[config.mk]
export PLATFORM = sky130hd
export DESIGN_NAME = clk_monitor
export DESIGN_NICKNAME = d
export VERILOG_FILES = /design/src/rtl/clk_pkg.sv /design/src/rtl/sync_2ff.sv /design/src/rtl/clk_monitor.sv
export SDC_FILE = /design/constraint.sdc
export NUM_CORES = 1
export LEC_CHECK = 0
export BUFFER_PORTS_ARGS = -buffer_cell sky130_fd_sc_hd__buf_2
export CAP_MARGIN = 5
export CORE_ASPECT_RATIO = 1.25
export CORE_MARGIN = 3
export CORE_UTILIZATION = 40
export CTS_CLUSTER_SIZE = 25
export DETAILED_ROUTE_END_ITERATION = 16
export GPL_ROUTABILITY_DRIVEN = 0
export GPL_TIMING_DRIVEN = 0
export HOLD_SLACK_MARGIN = 0.02
export PLACE_DENSITY = 0.7
export SLEW_MARGIN = 0
export SYNTH_ARGS = -nofsm -noshare
export SYNTH_HDL_FRONTEND = slang
export SYNTH_SLANG_ARGS = --single-unit
[constraint.sdc]
create_clock -name clk -period 16.1 [get_ports clk]
set_input_delay 4.83 -clock clk [delete_from_list [all_inputs] [get_ports clk]]
set_output_delay 4.83 -clock clk [all_outputs]
set_load 0.05 [all_outputs]
[src/rtl/clk_pkg.sv]
// clk_pkg: shared FSM state encoding and default parameters for clk_monitor
package clk_pkg;
  typedef enum logic {WAIT_FIRST = 1'b0, MEASURE = 1'b1} state_t;
  localparam int unsigned DEF_CNT_W = 32;
  localparam int unsigned DEF_STALL_LIMIT = 32'h0100_0000;
endpackage

[src/rtl/sync_2ff.sv]
// sync_2ff: two-flop synchronizer (clk, rst async high, d async in, q = second flop)
module sync_2ff (
  input  logic clk,
  input  logic rst,
  input  logic d,
  output logic q
);
  logic s0;
  always_ff @(posedge clk or posedge rst)
    if (rst) {s0, q} <= 2'b00;
    else {s0, q} <= {d, s0};
endmodule

[src/rtl/clk_monitor.sv]
// clk_monitor: samples a slow clock on clk, emits rise/fall strobes, measures period/high time, flags stall (ports: clk, rst, sig_in -> rise_pulse, fall_pulse, period, high_time, meas_upd, period_valid, stalled, rise_count)
module clk_monitor
  import clk_pkg::*;
#(
  parameter int unsigned CNT_W       = DEF_CNT_W,
  parameter int unsigned STALL_LIMIT = DEF_STALL_LIMIT,
  parameter int unsigned EVT_W       = 16
) (
  input  logic             clk,
  input  logic             rst,
  input  logic             sig_in,
  output logic             rise_pulse,
  output logic             fall_pulse,
  output logic [CNT_W-1:0] period,
  output logic [CNT_W-1:0] high_time,
  output logic             meas_upd,
  output logic             period_valid,
  output logic             stalled,
  output logic [EVT_W-1:0] rise_count
);
  localparam logic [CNT_W-1:0] LIM_M1 = CNT_W'(STALL_LIMIT - 1);
  logic s1, s2;
  logic [CNT_W-1:0] cnt, hi_cap;
  state_t state;
  logic rise_det, fall_det, stall_hit;
  sync_2ff u_sync (.clk(clk), .rst(rst), .d(sig_in), .q(s1));
  assign rise_det  = s1 & ~s2;
  assign fall_det  = ~s1 & s2;
  assign stall_hit = ~stalled & (cnt == LIM_M1);
  always_ff @(posedge clk or posedge rst)
    if (rst) begin
      s2           <= 1'b0;
      cnt          <= '0;
      hi_cap       <= '0;
      state        <= WAIT_FIRST;
      rise_pulse   <= 1'b0;
      fall_pulse   <= 1'b0;
      period       <= '0;
      high_time    <= '0;
      meas_upd     <= 1'b0;
      period_valid <= 1'b0;
      stalled      <= 1'b0;
      rise_count   <= '0;
    end else begin
      s2         <= s1;
      rise_pulse <= rise_det;
      fall_pulse <= fall_det;
      meas_upd   <= 1'b0;
      if (rise_det) rise_count <= rise_count + 1'b1;
      if (rise_det) cnt <= '0;
      else if (!stalled && cnt != '1) cnt <= cnt + 1'b1;
      if (fall_det && state == MEASURE) hi_cap <= cnt + 1'b1;
      if (rise_det) begin
        stalled <= 1'b0;
        state   <= MEASURE;
        if (state == MEASURE) begin
          period       <= cnt + 1'b1;
          high_time    <= hi_cap;
          meas_upd     <= 1'b1;
          period_valid <= 1'b1;
        end
      end else if (stall_hit) begin
        stalled      <= 1'b1;
        period_valid <= 1'b0;
        period       <= '0;
        high_time    <= '0;
        state        <= WAIT_FIRST;
      end
    end
endmodule

# Word-level counts from Yosys, hierarchy flattened
# Index checks and enable logic that the tools add are counted.
op_classes:
  add_sub_neg: 2
  n_mux: 15
  n_eq_ne: 3
  n_bitwise: 6
  reduce_logical: 6
ops:
  columns: ["op", "count"]
  rows:
  - ["2-to-1 mux 32 bit", 7]
  - ["adder 32 x 1 -> 32 bit, second input constant", 1]
  - ["equality test 32 x 24 -> 1 bit, second input constant", 1]
  - ["inequality test 32 bit, second input constant", 1]
  - ["adder 16 x 1 -> 16 bit, second input constant", 1]
  - ["2-to-1 mux 1 bit", 8]
  - ["nonzero test 2 bit", 2]
  - ["AND 1 bit", 3]
  - ["NOT 1 bit", 3]
  - ["logical AND 1 bit", 2]
  - ["inequality test 2 bit, second input constant", 1]
  - ["AND reduction 2 bit", 1]
  - ["zero test 1 bit", 1]
word_totals:
  out_inout_bits: 85
  reg_bits: 153
  input_bits: 3

# Longest topological paths before layout
logic_depth:
  depth_word: 4
  mapped_depth: 9
  depth_no_buf: 7

# Cells and area by module
# From an unflattened synthesis, not the netlist that was laid out.
hier_totals:
  cells_unflattened: 574
  hier_area_um2: 6454.9
modules_own_cells:
  columns: ["mod", "seq_area_each_um2", "cells_each", "area_each_um2", "instances"]
  rows:
  - ["clk_monitor", 3778.6, 571, 6401.1, 1]
  - ["sync_2ff", 50.0, 3, 53.8, 1]

# Least setup slack after synthesis
# OpenSTA, ideal clock, no wires.
synth_path:
  path_type: "reg2out"
  startpoint: "reg rise_count[4]"
  endpoint: "out rise_count[4]"
  arrival_time_ns: 0.665
  slack_ns: 10.605
  path_stages_with_launch: 1
  cell_sequence: "dfrtp_1"
synth_lines:
  columns: ["item", "line", "source"]
  rows:
  - ["start: declaration", "clk_monitor.sv:19", "output logic [EVT_W-1:0] rise_count"]
  - ["start signal: assignment", "clk_monitor.sv:49", "if (rise_det) rise_count <= rise_count + 1'b1;"]
# No word-level cell between the ends.

# Worst setup path after layout
layout_path:
  startpoint: "reg stalled"
  endpoint: "out stalled"
layout_lines:
  columns: ["item", "line", "source"]
  rows:
  - ["start: declaration", "clk_monitor.sv:18", "output logic stalled,"]
  - ["start signal: assignment", "clk_monitor.sv:42", "stalled <= 1'b0;"]
  - ["start signal: assignment", "clk_monitor.sv:54", "stalled <= 1'b0;"]
  - ["start signal: assignment", "clk_monitor.sv:63", "stalled <= 1'b1;"]
# No word-level cell between the ends.

==> results_dict.tcl <==
set metrics [dict create \
    worstReg2RegStart "cnt[0]$_DFFE_PP0P_" \
    finalCriticalPeriod_ns 6.042 \
    synth_flop_cell "dfrtp_1" \
    start_util_pct 41.10 \
    clk_latency_ns 0.42 \
    grt_pass1_wl_mm 26.67 \
    finalHoldViolCount 0 \
    worst-path-max-fanout 6 \
    finalMaxSlewViolations 0 \
    hold_depth 0 \
    startpoint_type "flop" \
    place.port_buffers 87 \
    syn_inst 573 \
    drt_iter0_drc 301 \
    worstPathArrival_ns 1.21 \
    via_per_inst 5.487 \
    syn_area_sq_um 6451 \
    hold_start "u_sync.s0$_DFF_PP0_" \
    critical_path_required_ns 11.27 \
    post_cts_buffers 0 \
    final_util_pct 50.10 \
    synth_edf_count 0 \
    core-area_sq_um 15700 \
    die_w_um 119.6 \
    synthArstFlopShare_pct 100.0 \
    dr.pass1.iters 4 \
    cts_max_level 4 \
    wl_per_cell_um 17.89 \
    final-setup-viol-count 0 \
    place_inst 873 \
    yosys_warnings 0 \
    postRouteAntennaNets 0 \
    post_cts_resized 0 \
    max_slew_margin_pct 39.47 \
    grt_pass1_vias 5077 \
    crit_chain "buf_2" \
    fmax_mhz 165.5 \
    holdPathEnd "u_sync.q$_DFF_PP0_" \
    critPathMaxStageDelay_ns 0.47 \
    worst_pin_slew_ns 0.9005 \
    rr_worst_depth 8 \
    cts_root_buffer "clkbuf_16" \
    nFillCells 1398 \
    path_clk_slew_ns 0.06 \
    peakVddDrop_uv 79.14 \
    syn_nets 578 \
    final_common_cell "dfrtp_1" \
    die_h_um 148.0 \
    period_share_pct 37.53 \
    p_leak_nw 3.678 \
    drive_gt1_share_pct 20.41 \
    fin_nets 685 \
    drc 0 \
    drv_cap 0 \
    powerDensity_nw_per_um2 128.0 \
    setup_tns_ns 0 \
    path_class "reg -> out" \
    rows 51 \
    hold_buffers 0 \
    crit_buf_inv 1 \
    avgSynthCellArea_sq_um 11.26 \
    ys_seq_elements 153 \
    ctsLongestPathBuffers 2 \
    setup_ws_ns 10.06 \
    n_antenna_cell 0 \
    grt_start_max_net_pins 95 \
    final_cell_mix "dfrtp_1 (153), buf_2 (95), nand2_1 (59), o21ai_0 (35), a22o_1 (33)" \
    skew_ns 0.007208 \
    num_vias 4955 \
    synth-seq-area-share_pct 59.35 \
    ys_types 42 \
    syn2layout_area_growth_pct 21.92 \
    cts_tree "yes" \
    overflow 0 \
    finalPower_mw 1.006 \
    r2r_end "period[13]$_DFFE_PP0P_" \
    clkSinkCount 153 \
    antenna_found_initial 0 \
    gr-usage-all-layers_pct 18.91 \
    numCtsBuffers 17 \
    rsz0062_at_grt "no" \
    die_area_sq_um 17700 \
    hp-class "reg -> reg" \
    rrSetupSlack_ns 13.28 \
    outcome "finished clean" \
    ios 88 \
    post-dp-hpwl_mm 11.63 \
    dp_slack_ns 10.24 \
    cp_top_family "flip-flops" \
    cpMaxStageDelayCell "dfrtp_1" \
    endpoint_kind "output port" \
    drt_wl_total_mm 16.16 \
    fin_cells 903 \
]
area by class of cell:
type / count / area, sq um / area share, %
Timing Repair Buffer: 88 / 462.9 / 5.886
Buffer: 34 / 178.9 / 2.275
Sequential cell: 153 / 3829 / 48.68
Tap cell: 212 / 265.3 / 3.373
Multi-Input combinational cell: 376 / 2406 / 30.59
Clock buffer: 20 / 466.7 / 5.934
Clock inverter: 10 / 214.0 / 2.720
Inverter: 10 / 42.54 / 0.5409
cells in the mapped netlist, drive strengths merged (6+ instances only):
library cell	instances	area share (%)
nand4	17	1.8
nor2	10	0.58
dfrtp	153	59
nor4	6	0.91
nand3	21	1.6
or3	24	2.3
xnor2	20	2.7
inv	8	0.47
a22o	33	4.5
nor3	6	0.47
buf	19	1.9
clkbuf	15	0.87
o21ai	58	4.5
nand2	59	3.4
xor2	27	3.7
o2bb2ai	29	3.9
a21oi	27	2.1
state kept, by name, summed over array words and instances, names as in the netlist:
signal        count
meas_upd          1
u_sync.s0         1
period_valid      1
fall_pulse        1
period           32
stalled           1
high_time        32
hi_cap           32
u_sync.q          1
state             1
s2                1
cnt              32
rise_pulse        1
rise_count       16
how the worst max path moves through the flow:
stage                              startpoint               endpoint  slack (ns)  cells past startpoint
final                     stalled$_DFFE_PP0P_                stalled       10.06                      1
after global routing      stalled$_DFFE_PP0P_                stalled       10.04                      1
after CTS                 stalled$_DFFE_PP0P_                stalled       10.07                      1
after detailed placement                  rst     cnt[6]$_DFFE_PP0P_       10.24                      3
after global placement                    rst  period[3]$_DFFE_PP0P_        5.74                      2
after floorplan                           rst     cnt[0]$_DFFE_PP0P_        7.15                      1
routing by layer:
metal / up-vias / GRT usage (%) / part of all wire, %
met2: 130 / 32.64 / 52
met5: - / 0 / 0
met3: 24 / 3.559 / 4.0
li1: 2297 / - / -
met1: 2504 / 23.08 / 42
met4: 0 / 8.367 / 2.3
report_power, final:
group / total [mW] / internal, mW / switching (mW)
Clock: 0.456 / 0.302 / 0.153
Combinational: 0.123 / 0.0314 / 0.0913
Sequential: 0.428 / 0.407 / 0.0215
Total: 1.01 / 0.740 / 0.266
per-stage QoR:
stage,hold slack [ns],cell area (sq um)
5_1_grt,0.3677,7865
6_report,0.3583,7865
4_1_cts,0.3581,7865
3_5_place_dp,0.3363,7184
3_3_place_gp,0.3458,7152
2_1_floorplan,0.3312,6451
kinds of logic after synthesis:
kind of cell             Yosys count  share of synthesized area (%)
adder cells (fa/ha/maj)            2                         0.3878
multiplexers                       1                         0.1745
flip-flops                       153                          59.35
XOR/XNOR                          47                          6.381
AO/OA/AOI/OAI                    157                          16.27
AND/OR/NAND/NOR                  169                          14.08
buffers and inverters             44                          3.355
Power figures use the tool's default switching activity.
